[config.mk]
export PLATFORM = sky130hd
export DESIGN_NAME = instruction_prefetch_queue
export DESIGN_NICKNAME = d
export VERILOG_FILES = /design/src/rtl/instruction_prefetch_queue.sv
export SDC_FILE = /design/constraint.sdc
export NUM_CORES = 1
export LEC_CHECK = 0
export ABC_AREA = 1
export CAP_MARGIN = 20
export CORE_MARGIN = 2
export CORE_UTILIZATION = 50
export CTS_CLUSTER_SIZE = 24
export DETAILED_ROUTE_END_ITERATION = 10
export HOLD_SLACK_MARGIN = 0.06
export PLACE_DENSITY = 0.7
export SKIP_LAST_GASP = 1
export SLEW_MARGIN = 20
export SYNTH_ARGS = -nofsm -noshare
export SYNTH_HDL_FRONTEND = slang
export SYNTH_SLANG_ARGS = --single-unit
[constraint.sdc]
create_clock -name clk -period 11.8 [get_ports clk]
set_input_delay 1.18 -clock clk [delete_from_list [all_inputs] [get_ports clk]]
set_output_delay 1.18 -clock clk [all_outputs]
set_load 0.01 [all_outputs]
[src/rtl/instruction_prefetch_queue.sv]
// -----------------------------------------------------------------------------
// instruction_prefetch_queue
//
// Instruction fetch front end for the pipelined RV32 core. A DEPTH-entry FIFO
// of {pc, instruction} pairs sits between instruction memory and decode.
// At most one memory request is in flight. A FIFO slot is reserved for it when
// it is issued, so a completing request always has room.
//
// Execute can redirect the fetch stream for a taken branch or jump. Data-memory
// stores are snooped, and any queued or in-flight instruction they overwrite is
// discarded and fetched again.
//
// Ports
//   clk, rst             clock; synchronous active-high reset
//   instruction_ready    fetch request valid, held until completion
//   instruction_address  word-aligned request address, stable while pending
//   instruction_wait     memory busy; a request completes when ready=1, wait=0
//   instruction          read data, valid in the completion cycle
//   out_valid/out_pc/out_instruction   head entry presented to decode
//   out_take             decode consumes the head this cycle
//   redirect/redirect_pc taken branch/jump: flush and refetch from target
//   store_write          store size (00 none, 01 byte, 10 half, 11 word)
//   store_address        store byte address
//   occupancy            number of valid FIFO entries
// -----------------------------------------------------------------------------
module instruction_prefetch_queue #(
    parameter int unsigned      XLEN     = 32,
    parameter int unsigned      DEPTH    = 4,
    parameter logic [XLEN-1:0]  RESET_PC = '0
) (
    input  logic                      clk,
    input  logic                      rst,
    output logic                      instruction_ready,
    output logic [XLEN-1:0]           instruction_address,
    input  logic                      instruction_wait,
    input  logic [XLEN-1:0]           instruction,
    output logic                      out_valid,
    output logic [XLEN-1:0]           out_pc,
    output logic [XLEN-1:0]           out_instruction,
    input  logic                      out_take,
    input  logic                      redirect,
    input  logic [XLEN-1:0]           redirect_pc,
    input  logic [1:0]                store_write,
    input  logic [XLEN-1:0]           store_address,
    output logic [$clog2(DEPTH):0]    occupancy
);

    localparam int unsigned PTR_W = $clog2(DEPTH);
    localparam int unsigned CNT_W = PTR_W + 1;

    // An instruction word at p occupies bytes [p, p+3]. The store occupies
    // [lo, hi]. Both ranges use XLEN+1 bits so a range near the top of the
    // address space does not wrap around to zero.
    function automatic logic overlaps(
        input logic [XLEN-1:0] p,
        input logic [XLEN:0]   lo,
        input logic [XLEN:0]   hi
    );
        logic [XLEN:0] base;
        base = {1'b0, p};
        return (lo <= base + (XLEN+1)'(3)) && (hi >= base);
    endfunction

    // ------------------------------------------------------------------ state
    logic [XLEN-1:0]  fetch_pc_q, fetch_pc_d;
    logic [XLEN-1:0]  req_addr_q, req_addr_d;
    logic [PTR_W-1:0] head_q, head_d;
    logic [PTR_W-1:0] tail_q, tail_d;
    logic [CNT_W-1:0] count_q, count_d;
    logic             pending_q, pending_d;
    logic             drop_q, drop_d;

    logic [XLEN-1:0]  pc_mem    [DEPTH];
    logic [XLEN-1:0]  instr_mem [DEPTH];

    // ------------------------------------------------------- cycle events
    logic             complete;
    logic             take;
    logic             push;
    logic             issue;
    logic             pend_after;
    logic [PTR_W-1:0] head_ap;
    logic [CNT_W-1:0] cnt_ap;

    assign complete = pending_q & ~instruction_wait;
    assign take     = out_valid & out_take;
    // The head and count after this cycle's pop. Snooping only looks at
    // entries that survive the pop.
    assign head_ap  = head_q + PTR_W'(take);
    assign cnt_ap   = count_q - CNT_W'(take);

    // ------------------------------------------------------------ store snoop
    logic             store_active;
    logic [XLEN:0]    store_lo;
    logic [XLEN:0]    store_hi;
    logic [XLEN:0]    store_span;
    logic             entry_hit;
    logic [PTR_W-1:0] hit_pos;
    logic [PTR_W-1:0] hit_slot;
    logic [PTR_W-1:0] slot;
    logic             pend_hit;

    assign store_active = (store_write != 2'b00);
    assign store_lo     = {1'b0, store_address};
    assign store_hi     = store_lo + store_span;

    always_comb begin
        // NOTE: every signal written in always_comb gets a default value
        // first. If a path skips the assignment, a latch is inferred.
        store_span = '0;
        case (store_write)
            2'b10:   store_span = (XLEN+1)'(1);
            2'b11:   store_span = (XLEN+1)'(3);
            default: store_span = '0;
        endcase
    end

    // Find the oldest surviving entry that the store overlaps. The scan runs
    // from youngest to oldest, so the final match is the oldest one.
    always_comb begin
        entry_hit = 1'b0;
        hit_pos   = '0;
        hit_slot  = '0;
        slot      = '0;
        for (int j = int'(DEPTH) - 1; j >= 0; j--) begin
            slot = head_ap + PTR_W'(j);
            if (store_active && (CNT_W'(j) < cnt_ap) &&
                overlaps(pc_mem[slot], store_lo, store_hi)) begin
                entry_hit = 1'b1;
                hit_pos   = PTR_W'(j);
                hit_slot  = slot;
            end
        end
    end

    // A request that is already being dropped is not snooped. Its data is
    // discarded anyway, and its address no longer belongs to the fetch stream.
    assign pend_hit = store_active & pending_q & ~drop_q &
                      overlaps(req_addr_q, store_lo, store_hi);

    // ------------------------------------------------------- next-state logic
    always_comb begin
        fetch_pc_d = fetch_pc_q;
        head_d     = head_q;
        tail_d     = tail_q;
        count_d    = count_q;
        drop_d     = drop_q;
        push       = 1'b0;

        // A completing request ends any pending drop.
        if (complete) begin
            drop_d = 1'b0;
        end

        if (redirect) begin
            // Flush everything. A request already on the bus cannot be
            // withdrawn, so it is marked for discard instead. A response that
            // completes in this cycle is discarded because push stays low.
            head_d     = '0;
            tail_d     = '0;
            count_d    = '0;
            fetch_pc_d = redirect_pc & ~XLEN'(3);
            if (pending_q && !complete) begin
                drop_d = 1'b1;
            end
        end else if (entry_hit || pend_hit) begin
            // A store overwrote fetched code. Truncate the queue at the oldest
            // stale entry, or keep the whole queue if only the in-flight
            // request is stale. Then refetch from the first stale address.
            // Any in-flight request is younger than all queued entries, so it
            // is dropped in both cases.
            head_d = head_ap;
            if (entry_hit) begin
                tail_d     = head_ap + hit_pos;
                count_d    = CNT_W'(hit_pos);
                fetch_pc_d = pc_mem[hit_slot];
            end else begin
                count_d    = cnt_ap;
                fetch_pc_d = req_addr_q;
            end
            if (pending_q && !complete) begin
                drop_d = 1'b1;
            end
        end else begin
            push    = complete & ~drop_q;
            head_d  = head_ap;
            tail_d  = tail_q + PTR_W'(push);
            count_d = cnt_ap + CNT_W'(push);
            if (push) begin
                fetch_pc_d = fetch_pc_q + XLEN'(4);
            end
        end
    end

    // Issue a new request once the bus is free after this cycle and the queue
    // has room. The request takes the updated fetch_pc, so a zero-wait memory
    // receives a new request in every cycle.
    assign pend_after = pending_q & ~complete;
    assign issue      = ~pend_after & (count_d < CNT_W'(DEPTH));
    assign pending_d  = pend_after | issue;
    assign req_addr_d = issue ? fetch_pc_d : req_addr_q;

    // --------------------------------------------------------------- registers
    always_ff @(posedge clk) begin
        // NOTE: sequential state uses non-blocking assignments, so every
        // register samples the values from before this clock edge.
        if (rst) begin
            fetch_pc_q <= RESET_PC;
            req_addr_q <= RESET_PC;
            head_q     <= '0;
            tail_q     <= '0;
            count_q    <= '0;
            pending_q  <= 1'b0;
            drop_q     <= 1'b0;
        end else begin
            fetch_pc_q <= fetch_pc_d;
            req_addr_q <= req_addr_d;
            head_q     <= head_d;
            tail_q     <= tail_d;
            count_q    <= count_d;
            pending_q  <= pending_d;
            drop_q     <= drop_d;
        end
    end

    // NOTE: the FIFO storage has no reset. Validity comes only from count_q,
    // and the outputs are gated by it, so an unwritten slot is never visible.
    always_ff @(posedge clk) begin
        if (push) begin
            pc_mem[tail_q]    <= req_addr_q;
            instr_mem[tail_q] <= instruction;
        end
    end

    // ----------------------------------------------------------------- outputs
    assign instruction_ready   = pending_q;
    assign instruction_address = req_addr_q;
    assign occupancy           = count_q;
    assign out_valid           = (count_q != '0);
    assign out_pc              = out_valid ? pc_mem[head_q]    : '0;
    assign out_instruction     = out_valid ? instr_mem[head_q] : '0;

endmodule

Yosys cells after proc, flatten, opt, wreduce, memory -nomap -nowiden --
Memories as Yosys holds them, arrays and structs flattened. A register that Yosys moved wholly into a read port is not among the register bits. Cells that the tools add are included.
Storage, ports and cells: register bits 73, bits in latches 0, bits in writable memories 256, bits in read-only memories 0, input port bits 103, memories 2
Memories:
- instr_mem | words 4, bits a word 32, rd ports 1, clocked after memory_dff 1, wr ports 1, line 74 | logic [XLEN-1:0] instr_mem [DEPTH];
- pc_mem | words 4, bits a word 32, rd ports 6, clocked after memory_dff 1, wr ports 1, line 73 | logic [XLEN-1:0] pc_mem [DEPTH];
Cells by class: add/subtract/negate cells 15, multiply operators 0, div/mod/pow operators 0, order comparisons 15, equality and inequality tests 3, shift operators 0, multiplexer cells 34, bitwise gates (word level) 13, reduce and logical (&&, ||, !) cells 19
Operators by type and width (number):
- $mux 32 | 6
- $add 32x2->33 const B | 5
- $ge 33x32->1 | 5
- $le 32x33->1 | 5
- $add 32x33->33 | 1
- $add 32x3->32 const B | 1
- $mux 2 | 12
- $logic_and 1x1->1 | 14
- $mux 1 | 12
- $mux 3 | 3
- $and 1x1->1 | 8
- $lt 1x3->1 const A | 2
- $lt 2x3->1 const A | 2
- $add 2x1->2 | 2
- $add 2x2->2 const B | 2
- $eq 2x2->1 const B | 2
- $not 1->1 | 4
- $pmux 2 s2 | 1
- $add 3x1->3 | 1
- $lt 3x3->1 const B | 1
- $reduce_bool 3->1 | 1
- $sub 3x1->3 | 1
- $add 2x1->2 const B | 1
- $add 2x2->2 | 1
- other kinds (6) | 6

Logic depth before layout (Yosys ltp) --
An unclocked memory read counts as a cell.
depth after elaboration 19, mapped depth 53

Worst setup path after synthesis --
No wires, ideal clock.
path kind in2reg, start input out_take, end memory instr_mem[0][0], enable pin, setup time 565 ps, arrival 10377 ps, data required time 11235 ps, path slack 857 ps, cell stages on the path 40, path buffers 4, cell sequence nand2_2 -> inv_1 -> ha_1 -> buf_2 -> buf_2 -> buf_2 -> o21ai_0 -> nand2_1 -> a21boi_0 -> ha_1 -> inv_1 -> nand3_1 -> nor2_2 -> nand3_2 -> nor3_1 -> nand3_1 -> nor2_1 -> xor2_1 -> (+4 left out) -> nor2_1 -> nand2_1 -> nand3_1 -> nand2_1 -> nand2_1 -> nand2_1 -> nand2_1 -> nand2_1 -> nand2_1 -> nand3_1 -> nand2_1 -> nand2_1 -> inv_2 -> nand3_4 -> nor2_4 -> buf_2 -> nand3_1 -> nor3_1
Between the ends: word-level cells in the longest chain between the ends 17, elaborated cells on any way between the ends 44
RTL lines:
- from (decl) | line 40 | input logic out_take,
- $and 1x1->1 * | line 86 | assign take = out_valid & out_take;
- $add 2x1->2 | line 89 | assign head_ap = head_q + PTR_W'(take);
- $add 2x2->2 | line 126 | slot = head_ap + PTR_W'(j);
- $mem_v2 4x32
- $add 32x2->33 | line 61 | return (lo <= base + (XLEN+1)'(3)) && (hi >= base);
- $le 32x33->1 | line 61
- $logic_and 1x1->1 | line 61
- $logic_and 1x1->1 | line 127 | if (store_active && (CNT_W'(j) < cnt_ap) &&
- $mux 1 (3 in a row) | line 127
- $mux 1 * | line 127
- $logic_or 1x1->1 * | line 166 | end else if (entry_hit || pend_hit) begin
- $mux 1 * | line 166
- $mux 1 * | line 155 | if (redirect) begin
- $mux 1 * | line 229 | if (push) begin
- $mux 1 (implied by the code) * | line 231 | instr_mem[tail_q] <= instruction;
- to (decl) | line 74
Mark *: on every way between the ends. The rest lies on a longest branch, timed or not.

Final worst setup path --
start register head_q[0], end memory instr_mem[1][2], enable pin
Between the ends: word-level cells in the longest chain between the ends 16, elaborated cells on any way between the ends 34
RTL lines:
- from (decl) | line 67 | logic [PTR_W-1:0] head_q, head_d;
- from (signal assigned) | line 210 | head_q <= '0;
- from (signal assigned) | line 218 | head_q <= head_d;
- $add 2x1->2 * | line 89
- $add 2x2->2 | line 126
- $mem_v2 4x32 *
- $add 32x2->33 | line 61
- $le 32x33->1 | line 61
- $logic_and 1x1->1 | line 61
- $logic_and 1x1->1 | line 127
- $mux 1 (3 in a row) | line 127
- $mux 1 * | line 127
- $logic_or 1x1->1 * | line 166
- $mux 1 * | line 166
- $mux 1 * | line 155
- $mux 1 * | line 229
- $mux 1 (implied by the code) * | line 231
Marked as above.

==> flow_summary.toml <==
[layout]
final_cell_mix = "sky130_fd_sc_hd__nand2_1, sky130_fd_sc_hd__inv_1, sky130_fd_sc_hd__nor2_1"
multi_input_area_sq_um = 18900
utilization_pct = 56.7
finished_cell_area_sq_um = 34300
final_layout_size_suffix_gt1_share_pct = 4.69
commonest_non_fill_non_tap_cell_in_the_layout = "sky130_fd_sc_hd__nand2_1"
design.final.nets = 4886
layout.filler_cells = 5736
final_cell_count_no_fill = 5258
area_growth_syn_to_layout_pct = 12.0
seqCellArea_sq_um = 9150

[floorplan]
num_io_pins = 204
die_h_microns = 251
core-area_sq_um = 60500
rows = 90
fp.dieW_microns = 251
floorplan.initialDensity_pct = 50.6
dieArea_sq_um = 63200

[place]
placement.cell_area_sq_um = 33100
place.port_buffers = 201
place_ws_ns = 2.33
placed_cells_incl_taps = 5198
gp_congestion = 0.974
place.detailed.hpwl_microns = 84900

[power_and_ir_drop]
totalPowerFinal_mw = 7.34
cell_area_power_density_nw_per_um2 = 214
ir_worst_vdd_mv = 0.169
static-leakage-power_nw = 15.4

[worst_setup_path]
endpoint_kind = "register"
worstSetupPathType = "reg2reg"
cp-start-kind = "register"
critical-path-slowest-cell = "sky130_fd_sc_hd__dfxtp_4"
critical_path_peak_fanout = 75
critical-path-max-stage-delay_ns = 0.95
cpMostUsedCell = "sky130_fd_sc_hd__nand2_1"
worst_ep_arrival_time_ns = 9.73
required_ns = 12.06

[clocking]
post_cts_resize_count = 0
ctsLongestPathBuffers = 3
clkLatencyLatePin_ns = 0.61
clk_transition_reported_paths_ns = 0.07
cts-root-buf = "sky130_fd_sc_hd__clkbuf_16"
cts_max_level = 1
tritoncts = "done"
cts.sink_count = 329
cts_made_buffers = 31
cts.hold.buffers_added = 0
post_cts.repair.setup_buffers = 0

[detailed_routing]
vias = 31000
detailedRoute.firstIterationViolations = 3425
number_of_nets_still_failing_antenna_checks_after_routing = 0
routed_wirelength_microns = 113000
drc_violations_left = 0
drt-pass1-iter-count = 8
detail_route.vias_per_cell = 5.89
routedWlPerCell_microns = 21.5

[yosys]
synth_area_sq_um = 30600
synth_edf_count = 256
synth.avg_cell_area_sq_um = 7.07
async_flop_share_pct = 0
mappedNetlistNets = 4766
synth_cell_types = 62
yosysWarnings = 0
yosys_most_used_dff = "sky130_fd_sc_hd__edfxtp_1"
post_synthesis_cells = 4329
seq_area_frac_synth_pct = 29.9
ys_ff_latch = 329

[global_route]
antenna_violations_before_repair = 2
overflow = 0
grt_pass1_vias = 28300
largest_net_degree_at_the_start_of_global_routing = 95
global_route.usage.total_pct = 34.6
wire_length_of_the_first_global_routing_pass_microns = 165000

[flow_run]
max-cap-violations = 0

[sta]
whs_ns = 0.541
fin_crit_ns = 9.47
max_clock_freq_mhz = 106
maxSlewHeadroom_pct = 32.2
fin_skew_ns = 0.0246
timing.final.crit_share_pct = 80.3
max_slew.worst_pin.slew_ns = 1.01
worst_slack_ns = 2.33
tns_ns = 0
report.final.slew_viol_count = 0
unrepaired_setup_endpoints_after_global_routing = "false"
setup_viol = 0
final-hold-violation-count = 0

[status]
run_status = "finished clean"

[worst_hold_path]
worstHoldPathType = "reg2reg"
==> kinds of logic (layout without fill, tap and decap cells) <==
logic type               after synthesis  count (layout)  synth area share (%)
flip-flops                           329             329                  29.9
buffers and inverters                621             766                  8.58
multiplexers                           8               8                 0.274
other                                  0               2                     0
adder cells (fa/ha/maj)              334             334                  13.7
AND/OR/NAND/NOR                     2121            2121                  30.0
AO/OA/AOI/OAI                        750             750                  12.7
XOR/XNOR                             166             166                  4.81
==> flip-flops by register name, summed over array words and instances (netlist names) <==
name                 count
fetch_pc_q              32
tail_q                   2
pc_mem                 128
drop_q                   1
instruction_address     32
instr_mem              128
occupancy                3
head_q                   2
instruction_ready        1
==> routing by layer <==
metal / global-route usage (%) / up-vias / share of wire (%)
li1: - / 14800 / -
met1: 46.1 / 14300 / 40
met2: 52.7 / 1660 / 43
met3: 11.2 / 215 / 14
met4: 11.8 / 4 / 3.4
met5: 1.70 / - / 0.14
==> power breakdown <==
part	leakage, nW	total (mW)	switching [mW]	internal [mW]
clock	0.558	1.08	0.472	0.606
sequential	2.93	1.66	0.218	1.44
combinational	11.9	4.60	3.12	1.48
total	15.4	7.34	3.81	3.53
==> cell usage after synthesis, types with 4 or more instances <==
cell type                  number  area (sq um)
sky130_fd_sc_hd__nand2_1     1118          4200
sky130_fd_sc_hd__inv_1        456          1710
sky130_fd_sc_hd__nor2_1       405          1520
sky130_fd_sc_hd__a21oi_1      345          1730
sky130_fd_sc_hd__ha_1         333          4170
sky130_fd_sc_hd__o21ai_0      309          1550
sky130_fd_sc_hd__nand3_1      287          1440
sky130_fd_sc_hd__edfxtp_1     256          7690
sky130_fd_sc_hd__xor2_1       138          1210
sky130_fd_sc_hd__nand4_1      104           651
sky130_fd_sc_hd__dfxtp_1       73          1460
sky130_fd_sc_hd__clkbuf_1      59           221
sky130_fd_sc_hd__nor3_1        59           295
sky130_fd_sc_hd__o21ai_1       42           210
sky130_fd_sc_hd__buf_2         37           185
sky130_fd_sc_hd__or2_2         37           231
sky130_fd_sc_hd__nor4_1        30           188
sky130_fd_sc_hd__xnor2_1       27           236
sky130_fd_sc_hd__buf_6         23           259
sky130_fd_sc_hd__buf_4         19           143
sky130_fd_sc_hd__nand3b_1      16           120
sky130_fd_sc_hd__buf_1         15          56.3
sky130_fd_sc_hd__nand2_2       14          87.6
sky130_fd_sc_hd__nor2_2        11          68.8
sky130_fd_sc_hd__inv_2         10          37.5
sky130_fd_sc_hd__nand2_4        9           101
sky130_fd_sc_hd__o211ai_1       9          67.6
sky130_fd_sc_hd__a21o_1         7          52.6
sky130_fd_sc_hd__mux2i_1        7          70.1
sky130_fd_sc_hd__nand3_2        6          60.1
sky130_fd_sc_hd__a21boi_1       5          37.5
sky130_fd_sc_hd__a211oi_1       4          30.0
sky130_fd_sc_hd__a31oi_1        4          25.0
sky130_fd_sc_hd__and3_1         4          25.0
sky130_fd_sc_hd__o21a_1         4          30.0
sky130_fd_sc_hd__o21bai_1       4          30.0
==> layout make-up <==
type / instances / area share (%)
timing repair buffer: 241 / 6.97
tap: 782 / 2.86
multi-input combinational: 3379 / 55.1
clock inverter: 13 / 0.288
sequential: 329 / 26.7
inverter: 467 / 5.13
antenna: 2 / 0.0146
clock buffer: 45 / 2.97
==> final timing paths <==
| path | end | depth (start not counted) | slack (ns) | from |
|---|---|---|---|---|
| setup / recovery | instr_mem[1][2] | 36 | 2.33 | head_q[0] |
| hold reg to reg | drop_q | 2 | 0.54 | drop_q |
| setup reg to reg | instr_mem[1][2] | 36 | 2.33 | head_q[0] |
| hold / removal | drop_q | 2 | 0.54 | drop_q |
==> critical path: cells and delay by family (launching register included) <==
| kind | cells | cell delay, ns |
|---|---|---|
| buf+inv | 5 | 1.35 |
| flops | 1 | 0.95 |
| xor+xnor | 1 | 0.13 |
| fa+ha+maj | 2 | 0.68 |
| compound gates | 2 | 0.93 |
| simple gates | 26 | 4.95 |
No activity file was read; power rests on OpenSTA's default activity.
